**src/rtl/dram64k8_ctrl_pkg.sv**
```systemverilog
// Shared types and default timing for the 64K x 8 DRAM sequencer.
// Pure declarations: no latency, no flow control.
package dram64k8_ctrl_pkg;

    typedef enum logic [2:0] {
        IDLE,
        RAS,
        CAS,
        ACC,
        LAT,
        PRE,
        REF
    } state_t;

    typedef enum logic [1:0] {
        PORT_CPU,
        PORT_VID,
        PORT_REF
    } port_t;

    localparam int REFRESH_INTERVAL_DEF = 128;
    localparam int T_RAS_REF_DEF        = 3;
    localparam int T_PRE_DEF            = 1;

endpackage

```
**src/rtl/dram_refresh_timer.sv**
```systemverilog
// Refresh interval timer: raises one pending flag every INTERVAL cycles (extra expiries dropped);
// flag clears and the 8-bit row advances on the controller's single-cycle ref_clr.
module dram_refresh_timer
    import dram64k8_ctrl_pkg::*;
#(
    parameter int INTERVAL = REFRESH_INTERVAL_DEF
) (
    input  logic       i_MCLK,
    input  logic       i_RST_n,
    input  logic       ref_clr,
    output logic       ref_pend,
    output logic [7:0] ref_row
);

    localparam int CW = (INTERVAL > 2) ? $clog2(INTERVAL) : 1;

    logic [CW-1:0] cnt;
    logic          expire;

    assign expire = (cnt == CW'(INTERVAL - 1));

    always_ff @(posedge i_MCLK or negedge i_RST_n) begin
        if (!i_RST_n) begin
            cnt      <= '0;
            ref_pend <= 1'b0;
            ref_row  <= '0;
        end else begin
            cnt <= expire ? '0 : cnt + 1'b1;
            // A fresh expiry wins over a clear landing in the same cycle.
            if (expire)
                ref_pend <= 1'b1;
            else if (ref_clr)
                ref_pend <= 1'b0;
            if (ref_clr)
                ref_row <= ref_row + 8'd1;
        end
    end

endmodule

```
**src/rtl/dram64k8_ctrl.sv**
```systemverilog
// CPU/video DRAM arbiter and RAS/CAS sequencer; ACK 5 edges after grant, one access per 5+T_PRE cycles.
// Requests are held until ACK; refresh (DRAM_REFRESH_EN) only starts from IDLE and never aborts an access.
module dram64k8_ctrl
    import dram64k8_ctrl_pkg::*;
#(
`ifdef DRAM_REFRESH_EN
    parameter int REFRESH_INTERVAL = REFRESH_INTERVAL_DEF,
`endif
    parameter int T_RAS_REF = T_RAS_REF_DEF,
    parameter int T_PRE     = T_PRE_DEF
) (
    input  logic        i_MCLK,
    input  logic        i_RST_n,
    input  logic        i_CPU_REQ,
    input  logic        i_CPU_WR,
    input  logic [15:0] i_CPU_ADDR,
    input  logic [7:0]  i_CPU_DIN,
    output logic        o_CPU_ACK,
    output logic [7:0]  o_CPU_DOUT,
    input  logic        i_VID_REQ,
    input  logic [15:0] i_VID_ADDR,
    output logic        o_VID_ACK,
    output logic [7:0]  o_VID_DOUT,
    output logic [7:0]  o_DRAM_ADDR,
    output logic [7:0]  o_DRAM_DIN,
    input  logic [7:0]  i_DRAM_DOUT,
    output logic        o_RAS_n,
    output logic        o_CAS_n,
    output logic        o_WR_n
);

    state_t      state;
    port_t       port;
    logic        cpu_next;
    logic [15:0] addr_q;
    logic [7:0]  din_q;
    logic        wr_q;
    logic [7:0]  tcnt;
    logic        ref_pend;
    logic [7:0]  ref_row;

`ifdef DRAM_REFRESH_EN
    logic ref_clr;

    assign ref_clr = (state == REF) && (tcnt == 8'(T_RAS_REF - 1));

    dram_refresh_timer #(
        .INTERVAL (REFRESH_INTERVAL)
    ) u_refresh (
        .i_MCLK   (i_MCLK),
        .i_RST_n  (i_RST_n),
        .ref_clr  (ref_clr),
        .ref_pend (ref_pend),
        .ref_row  (ref_row)
    );
`else
    assign ref_pend = 1'b0;
    assign ref_row  = 8'h00;
`endif

    always_ff @(posedge i_MCLK or negedge i_RST_n) begin
        if (!i_RST_n) begin
            state       <= IDLE;
            port        <= PORT_CPU;
            cpu_next    <= 1'b0;
            addr_q      <= '0;
            din_q       <= '0;
            wr_q        <= 1'b0;
            tcnt        <= '0;
            o_DRAM_ADDR <= '0;
            o_DRAM_DIN  <= '0;
            o_RAS_n     <= 1'b1;
            o_CAS_n     <= 1'b1;
            o_WR_n      <= 1'b1;
            o_CPU_ACK   <= 1'b0;
            o_VID_ACK   <= 1'b0;
            o_CPU_DOUT  <= '0;
            o_VID_DOUT  <= '0;
        end else begin
            o_CPU_ACK <= 1'b0;
            o_VID_ACK <= 1'b0;
            unique case (state)
                IDLE: begin
                    tcnt <= '0;
                    // cpu_next breaks ties between two held requests; refresh always wins.
                    if (ref_pend) begin
                        state       <= REF;
                        port        <= PORT_REF;
                        o_DRAM_ADDR <= ref_row;
                        o_RAS_n     <= 1'b0;
                    end else if (i_VID_REQ && (!i_CPU_REQ || !cpu_next)) begin
                        state       <= RAS;
                        port        <= PORT_VID;
                        cpu_next    <= 1'b1;
                        addr_q      <= i_VID_ADDR;
                        wr_q        <= 1'b0;
                        o_DRAM_ADDR <= i_VID_ADDR[7:0];
                        o_RAS_n     <= 1'b0;
                    end else if (i_CPU_REQ) begin
                        state       <= RAS;
                        port        <= PORT_CPU;
                        cpu_next    <= 1'b0;
                        addr_q      <= i_CPU_ADDR;
                        wr_q        <= i_CPU_WR;
                        din_q       <= i_CPU_DIN;
                        o_DRAM_ADDR <= i_CPU_ADDR[7:0];
                        o_RAS_n     <= 1'b0;
                    end
                end
                RAS: begin
                    state       <= CAS;
                    o_DRAM_ADDR <= addr_q[15:8];
                    o_CAS_n     <= 1'b0;
                end
                CAS: begin
                    state <= ACC;
                    if (wr_q) begin
                        o_WR_n     <= 1'b0;
                        o_DRAM_DIN <= din_q;
                    end
                end
                ACC: begin
                    state  <= LAT;
                    o_WR_n <= 1'b1;
                end
                LAT: begin
                    state   <= PRE;
                    tcnt    <= '0;
                    o_RAS_n <= 1'b1;
                    o_CAS_n <= 1'b1;
                    if (port == PORT_VID) begin
                        o_VID_ACK  <= 1'b1;
                        o_VID_DOUT <= i_DRAM_DOUT;
                    end else begin
                        o_CPU_ACK <= 1'b1;
                        if (!wr_q)
                            o_CPU_DOUT <= i_DRAM_DOUT;
                    end
                end
                PRE: begin
                    if (tcnt >= 8'(T_PRE - 1))
                        state <= IDLE;
                    else
                        tcnt <= tcnt + 8'd1;
                end
                REF: begin
                    if (tcnt == 8'(T_RAS_REF - 1)) begin
                        state   <= PRE;
                        tcnt    <= '0;
                        o_RAS_n <= 1'b1;
                    end else begin
                        tcnt <= tcnt + 8'd1;
                    end
                end
                default: state <= IDLE;
            endcase
        end
    end

endmodule

```
**config.mk**
```make
export PLATFORM = sky130hd
export DESIGN_NAME = dram64k8_ctrl
export DESIGN_NICKNAME = d
export VERILOG_FILES = /design/src/rtl/dram64k8_ctrl_pkg.sv /design/src/rtl/dram_refresh_timer.sv /design/src/rtl/dram64k8_ctrl.sv
export SDC_FILE = /design/constraint.sdc
export NUM_CORES = 1
export LEC_CHECK = 0
export BUFFER_PORTS_ARGS = -buffer_cell sky130_fd_sc_hd__buf_2
export CAP_MARGIN = 20
export CORE_MARGIN = 2
export CORE_UTILIZATION = 51
export CTS_CLUSTER_DIAMETER = 80
export DETAILED_ROUTE_END_ITERATION = 8
export PLACE_DENSITY = 0.88
export SYNTH_ARGS = -nofsm -noshare
export SYNTH_HDL_FRONTEND = slang
export SYNTH_SLANG_ARGS = --single-unit
```
**constraint.sdc**
```tcl
create_clock -name i_MCLK -period 2.2 [get_ports i_MCLK]
set_clock_uncertainty 0.05 [all_clocks]
set_input_delay 0 -clock i_MCLK [delete_from_list [all_inputs] [get_ports i_MCLK]]
set_output_delay 0 -clock i_MCLK [all_outputs]
set_load 0.01 [all_outputs]
```
==> results of run 1 <==
==> cell type report <==
| class | instances | area (sq um) | area share (%) |
|---|---|---|---|
| clock buffer | 12 | 145 | 3.54 |
| clock inverter | 3 | 40.0 | 0.977 |
| inverter | 4 | 15.0 | 0.366 |
| multi-input combinational | 166 | 1180 | 28.8 |
| sequential | 66 | 1660 | 40.4 |
| tap | 72 | 90.1 | 2.20 |
| timing repair buffer | 142 | 971 | 23.7 |
==> state kept, by name (all words and copies together) (netlist names) <==
register     cells
o_CPU_DOUT       8
addr_q           8
wr_q             1
din_q            8
o_RAS_n          1
o_CPU_ACK        1
o_VID_ACK        1
o_DRAM_DIN       8
o_WR_n           1
state            3
tcnt             8
o_VID_DOUT       8
o_CAS_n          1
port             1
o_DRAM_ADDR      8
==> repair_timing <==
| action | CTS | global route |
|---|---|---|
| resized for setup | 0 | 0 |
| hold endpoints to repair | 66 | 0 |
| setup buffers | 0 | 1 |
| hold buffers | 46 | 0 |
| endpoints found under the setup margin | 0 | 1 |
==> cells by family (layout without fill, tap and decap cells) <==
group | Yosys count | in the layout | synth area share (%)
DFF | 66 | 66 | 57.1
AOI/OAI and AO/OA | 55 | 55 | 12.1
buffers and inverters | 14 | 161 | 2.20
adders and majority gates | 2 | 2 | 0.864
and+or+nand+nor | 68 | 68 | 12.1
muxes | 41 | 41 | 15.6
==> worst register-to-register path, delay by kind of cell, from the launching register on <==
kind / cells / cell delay [ps]
buf+inv: 2 / 890
compound gates: 2 / 280
mux: 1 / 240
flops: 1 / 430
==> through the flow <==
| step | total power [uW] | instances | utilization [%] | hold slack (ps) |
|---|---|---|---|---|
| global placement | 3780 | 403 | 62.6 | -12.6 |
| detailed placement | 3870 | 403 | 62.6 | -2.30 |
| floorplan | 3200 | 246 | - | -346 |
| global route | 5330 | 465 | 74.4 | 99.3 |
| finish | 4980 | 465 | 74.4 | 42.1 |
| CTS | 4950 | 464 | 74.3 | 25.7 |
==> layer usage <==
metal / global-route usage [%] / vias to the layer above / routed length [um] / share of wire [%]
li1: - / 1165 / - / -
met1: 26.5 / 1183 / 2690 / 37
met2: 44.2 / 98 / 3820 / 53
met3: 6.14 / 32 / 354 / 4.9
met4: 15.0 / 0 / 321 / 4.5
met5: 0 / - / 0 / 0
==> cells in the final DEF (no fill, tap or decap), types with 3 or more instances in the layout <==
cell and count:
mux2i_1 9, clkbuf_8 10, nor2_1 7, nand3_1 4, o21ai_1 5, mux2_2 32, a21oi_1 4, nor2b_1 11
dfstp_2 3, a211oi_1 8, nand2_1 29, nor3b_1 3, buf_4 6, dlygate4sd3_1 46, o21ai_0 27, inv_1 4
buf_2 89, dfrtp_1 63, a31oi_1 3
==> cells in the mapped netlist (all sizes together) (2+ instances only) <==
master | instances | share of area, %
or3 | 2 | 0.43
o2bb2ai | 2 | 0.60
mux2 | 32 | 12
inv | 4 | 0.52
a21oi | 4 | 0.69
a211oi | 9 | 2.5
a21o | 2 | 0.52
nand2 | 29 | 3.8
nor3b | 3 | 0.78
buf | 7 | 1.3
clkbuf | 3 | 0.39
mux2i | 9 | 3.1
ha | 2 | 0.86
nor2 | 8 | 1.1
nand3 | 4 | 0.69
nor2b | 11 | 2.4
o21ai | 32 | 5.5
nor3 | 3 | 0.69
a31oi | 3 | 0.65
dfrtp | 63 | 54
dfstp | 3 | 2.7
==> worst paths after layout <==
check / start / to / cells after the start
max: port[0]$_DFFE_PN0P_ / addr_q[14]$_DFFE_PN0P_ / 5
min: i_CPU_ADDR[6] / o_DRAM_ADDR[6]$_DFFE_PN0P_ / 4
max reg2reg: port[0]$_DFFE_PN0P_ / addr_q[14]$_DFFE_PN0P_ / 5
min reg2reg: o_WR_n$_DFFE_PN1P_ / o_WR_n$_DFFE_PN1P_ / 2
max in group asynchronous: i_RST_n / o_WR_n$_DFFE_PN1P_ / 3
min in group asynchronous: i_RST_n / tcnt[6]$_DFFE_PN0P_ / 2
==> power by group through the flow <==
stage	registers, uW	clock network [uW]	logic [uW]
floorplan	2200	0	1010
global placement	2110	0	1680
detailed placement	2140	0	1740
CTS	2120	983	1850
global route	2200	1060	2070
finish	2130	970	1880
==> reports/summary.txt, run 1 <==
P_int = 3250 uW
worst skew pair latency = 340 ps
PortBufs = 89
syn avg cell area = 11.8 sq um
IO Pins = 90
sequential area share after synthesis = 57.1%
fraction of registers with async set/reset = 100%
Netlist cell types = 37
f_max = 489 MHz
top_reg_cell synth = dfrtp_1
WL per Instance = 15.4 um
yosys warns = 0
reg-to-reg slack, setup = 160 ps
WP data arrival = 2180 ps
CTS tree = yes
Critical Path Start Type = flip-flop
detailed-route DRC error count = 0
WP data required = 2340 ps
syn nets = 301
Hold Fails Final Rpt = 0
Placed Instance Area = 3440 sq um
Psw = 1740 uW
ANT cells = 0
routed vias = 2478
Core Region = 5510 sq um
clk root buf = clkbuf_8
Layout fillers = 352
sw frac = 34.9%
H-tree levels = 3
MaxCap Viol Count = 0
final worst path period need = 2040 ps
Synth Cell Area = 2900 sq um
clock buffer depth = 2
Setup crit end kind = flip-flop
post-route ant nets = 0
crit-path max cell delay = 590 ps
Least-Margin Pin Slew = 609 ps
Worst slew margin = 59.4%
initial cell density of the core = 52.6%
fraction of layout cells with a size suffix above 1 = 38.4%
DR iter-0 viols = 98
grt ovf = 0
Cells after Synth = 246
setup slack after layout = 155 ps
Clock Pin Slew Worst Setup and Hold Paths = 70 ps
power per standard cell area = 1220 nW/um^2
setup TNS = 0 ps
Final Instance Area = 4100 sq um
number of global-route vias before repair = 2575
Post-synth EDFFs = 0
HPWL after detailed placement = 4170 um
GPL Wtd Cong = 0.769
largest fanout on the critical path = 24
worst slack, placed = 218 ps
wirelength, routed = 7180 um
Area growth syn-to-layout = 41.5%
CTS Sinks = 66
site row count = 27
first-pass GRT wire length = 11800 um
pin count of the biggest net entering global routing = 42
Leak = 0.00195 uW
#FFs+latches synth = 66
Final #Nets = 444
critical path, cell by cell = a21boi_2 > buf_4 > mux2i_1 > dlygate4sd3_1 > o21ai_0
combinational share of power = 37.8%
via/cell ratio = 5.33
Reg power frac = 42.8%
RSZ-0062 raised after global routing = no
top cell family by delay on the critical path = buffers and inverters
die area = 6300 sq um
number of iterations in the first detailed-routing pass = 4
crit share post-route = 92.9%
slowest library cell on the worst path = dlygate4sd3_1
clock power share = 19.5%
initial antenna violation count = 0
Bufs and invs on worst path = 2
outcome = completed
total CTS buffers = 9
Final setup viols = 0
gr usage total = 24.9%
Horiz. Die Dim = 79.4 um
Final Slew Violations = 0
DIE HEIGHT = 79.4 um
maximum VDD drop = 0.811 mV
CP Class = flip-flop to flip-flop
Worst Hold Class = input port to flip-flop
Note: power is estimated with default switching activity, not from simulation.
==> inputs of run 2 (changes only) <==
--- a/config.mk
+++ b/config.mk
@@ -5,6 +5,7 @@
 export SDC_FILE = /design/constraint.sdc
 export NUM_CORES = 1
 export LEC_CHECK = 0
+export ABC_CLOCK_PERIOD_IN_PS = 2200
 export BUFFER_PORTS_ARGS = -buffer_cell sky130_fd_sc_hd__buf_2
 export CAP_MARGIN = 20
 export CORE_MARGIN = 2
==> constraint.sdc (replaced) <==
create_clock -name i_MCLK -period 2.2 [get_ports i_MCLK]
set_clock_uncertainty 0.05 [all_clocks]
set_input_delay 0.11 -clock i_MCLK [delete_from_list [all_inputs] [get_ports i_MCLK]]
set_output_delay 0.11 -clock i_MCLK [all_outputs]
set_load 0.01 [all_outputs]
==> reports/summary.txt, run 2 (same netlist as run 1, synthesis figures left out) <==
first-pass GRT wire length = 9950 um
maximum VDD drop = 0.747 mV
total CTS buffers = 9
H-tree levels = 3
P_int = 3170 uW
fraction of layout cells with a size suffix above 1 = 41.1%
Layout fillers = 405
ANT cells = 0
most common cell after layout, fill and taps aside = buf_2
HPWL after detailed placement = 4170 um
Final #Nets = 416
crit share post-route = 91.7%
Clock Pin Slew Worst Setup and Hold Paths = 70 ps
Worst slew margin = 60.4%
DIE HEIGHT = 79.4 um
number of iterations in the first detailed-routing pass = 4
post-route ant nets = 0
number of global-route vias before repair = 2233
Core Region = 5510 sq um
CTS tree = yes
sw frac = 34.3%
Hold Fails Final Rpt = 0
outcome = completed
Psw = 1660 uW
initial antenna violation count = 0
IO Pins = 90
Area growth syn-to-layout = 31.9%
PortBufs = 89
detailed-route DRC error count = 0
combinational share of power = 36.2%
crit-path max cell delay = 480 ps
critical path, cell by cell = inv_1 > ha_1 > or4b_4 > o41ai_4 > o21ai_1 > a21o_1
DR iter-0 viols = 72
pin count of the biggest net entering global routing = 42
cell count after placement = 403
gr usage total = 20.7%
final worst path period need = 2020 ps
clk root buf = clkbuf_8
CP Class = flip-flop to flip-flop
site row count = 27
Reg power frac = 43.9%
grt ovf = 0
Finished Layout Cells = 437
commonest non-fill, non-tap cells in the layout = buf_2, dfrtp_1, mux2_2
clock power share = 19.9%
WP data required = 2380 ps
Horiz. Die Dim = 79.4 um
Worst Hold Class = input port to flip-flop
GPL Wtd Cong = 0.769
Power Total = 4830 uW
Final setup viols = 0
slowest library cell on the worst path = or4b_4
CTS Sinks = 66
Least-Margin Pin Slew = 594 ps
clock buffer depth = 2
WP data arrival = 2190 ps
setup TNS = 0 ps
via/cell ratio = 5.23
postcts setup bufs = 0
f_max = 495 MHz
die area = 6300 sq um
wirelength, routed = 5930 um
Final Slew Violations = 0
power per standard cell area = 1260 nW/um^2
MaxCap Viol Count = 0
initial cell density of the core = 52.6%
WL per Instance = 13.6 um
Critical Path Start Type = flip-flop
Leak = 0.00183 uW
largest fanout on the critical path = 8
worst skew pair latency = 330 ps
Final Hold Slack = 9.60 ps
RSZ-0062 raised after global routing = no
Setup crit end kind = flip-flop
routed vias = 2287
-- run 2: changes by cell type in the layout (fill, tap and decap cells not counted) --
cell           previous run  this run
buf_4                     6         5
dlygate4sd3_1            46        19
-- run 2: final cells by class --
type                    count  area (sq um)  share of cell area, %
well taps                  72          90.1                   2.36
flip-flops and latches     66          1660                   43.3
clock inverters             3          40.0                   1.05
repair buffers            114           693                   18.1
inverters                   4          15.0                  0.393
clock buffers              12           145                   3.80
multi-input cells         166          1180                   30.9
-- run 2: stage by stage --
| stage | cell area [sq um] | utilization (%) | setup slack (ps) |
|---|---|---|---|
| 2_1_floorplan | 2900 | - | 342 |
| 3_3_place_gp | 3440 | 62.6 | 268 |
| 3_5_place_dp | 3440 | 62.6 | 218 |
| 4_1_cts | 3820 | 69.4 | 176 |
| 5_1_grt | 3820 | 69.4 | 121 |
| 6_report | 3820 | 69.4 | 182 |
-- run 2: routing by layer --
layer / wire length, um / track usage (%)
met1: 2570 / 25.3
met2: 2950 / 34.6
met3: 265 / 3.86
met4: 146 / 11.6
met5: 0 / 0
-- run 2: power by group through the flow --
stage / Sequential [uW] / Clock, uW / Combinational (uW)
floorplan: 2200 / 0 / 1010
global placement: 2110 / 0 / 1680
finish: 2120 / 961 / 1750
global route: 2200 / 1050 / 1940
detailed placement: 2140 / 0 / 1740
CTS: 2120 / 983 / 1770
-- run 2: timing repair --
item | 4_1_cts | 5_1_grt
resized for setup | 0 | 0
hold endpoints to repair | 49 | 0
hold buffers | 19 | 0
setup endpoints to repair | 0 | 0
-- run 2: critical path, delay by kind of cell, from the launching register on --
family                     cells  cell delay [ps]
DFF                            1              430
buffers and inverters          1               80
and+or+nand+nor                1              480
AOI/OAI and AO/OA              3              750
adders and majority gates      1              130
-- run 2: path summary, 6_finish.rpt --
kind	slack, ps	end	startpoint	depth (start not counted)
setup / recovery	180	tcnt[4]$_DFFE_PN0P_	tcnt[0]$_DFFE_PN0P_	6
hold / removal	10	addr_q[14]$_DFFE_PN0P_	i_CPU_ADDR[14]	3
setup reg to reg	180	tcnt[4]$_DFFE_PN0P_	tcnt[0]$_DFFE_PN0P_	6
hold reg to reg	400	o_WR_n$_DFFE_PN1P_	o_WR_n$_DFFE_PN1P_	2
max in group asynchronous	1150	o_WR_n$_DFFE_PN1P_	i_RST_n	3
min in group asynchronous	270	o_DRAM_ADDR[5]$_DFFE_PN0P_	i_RST_n	2
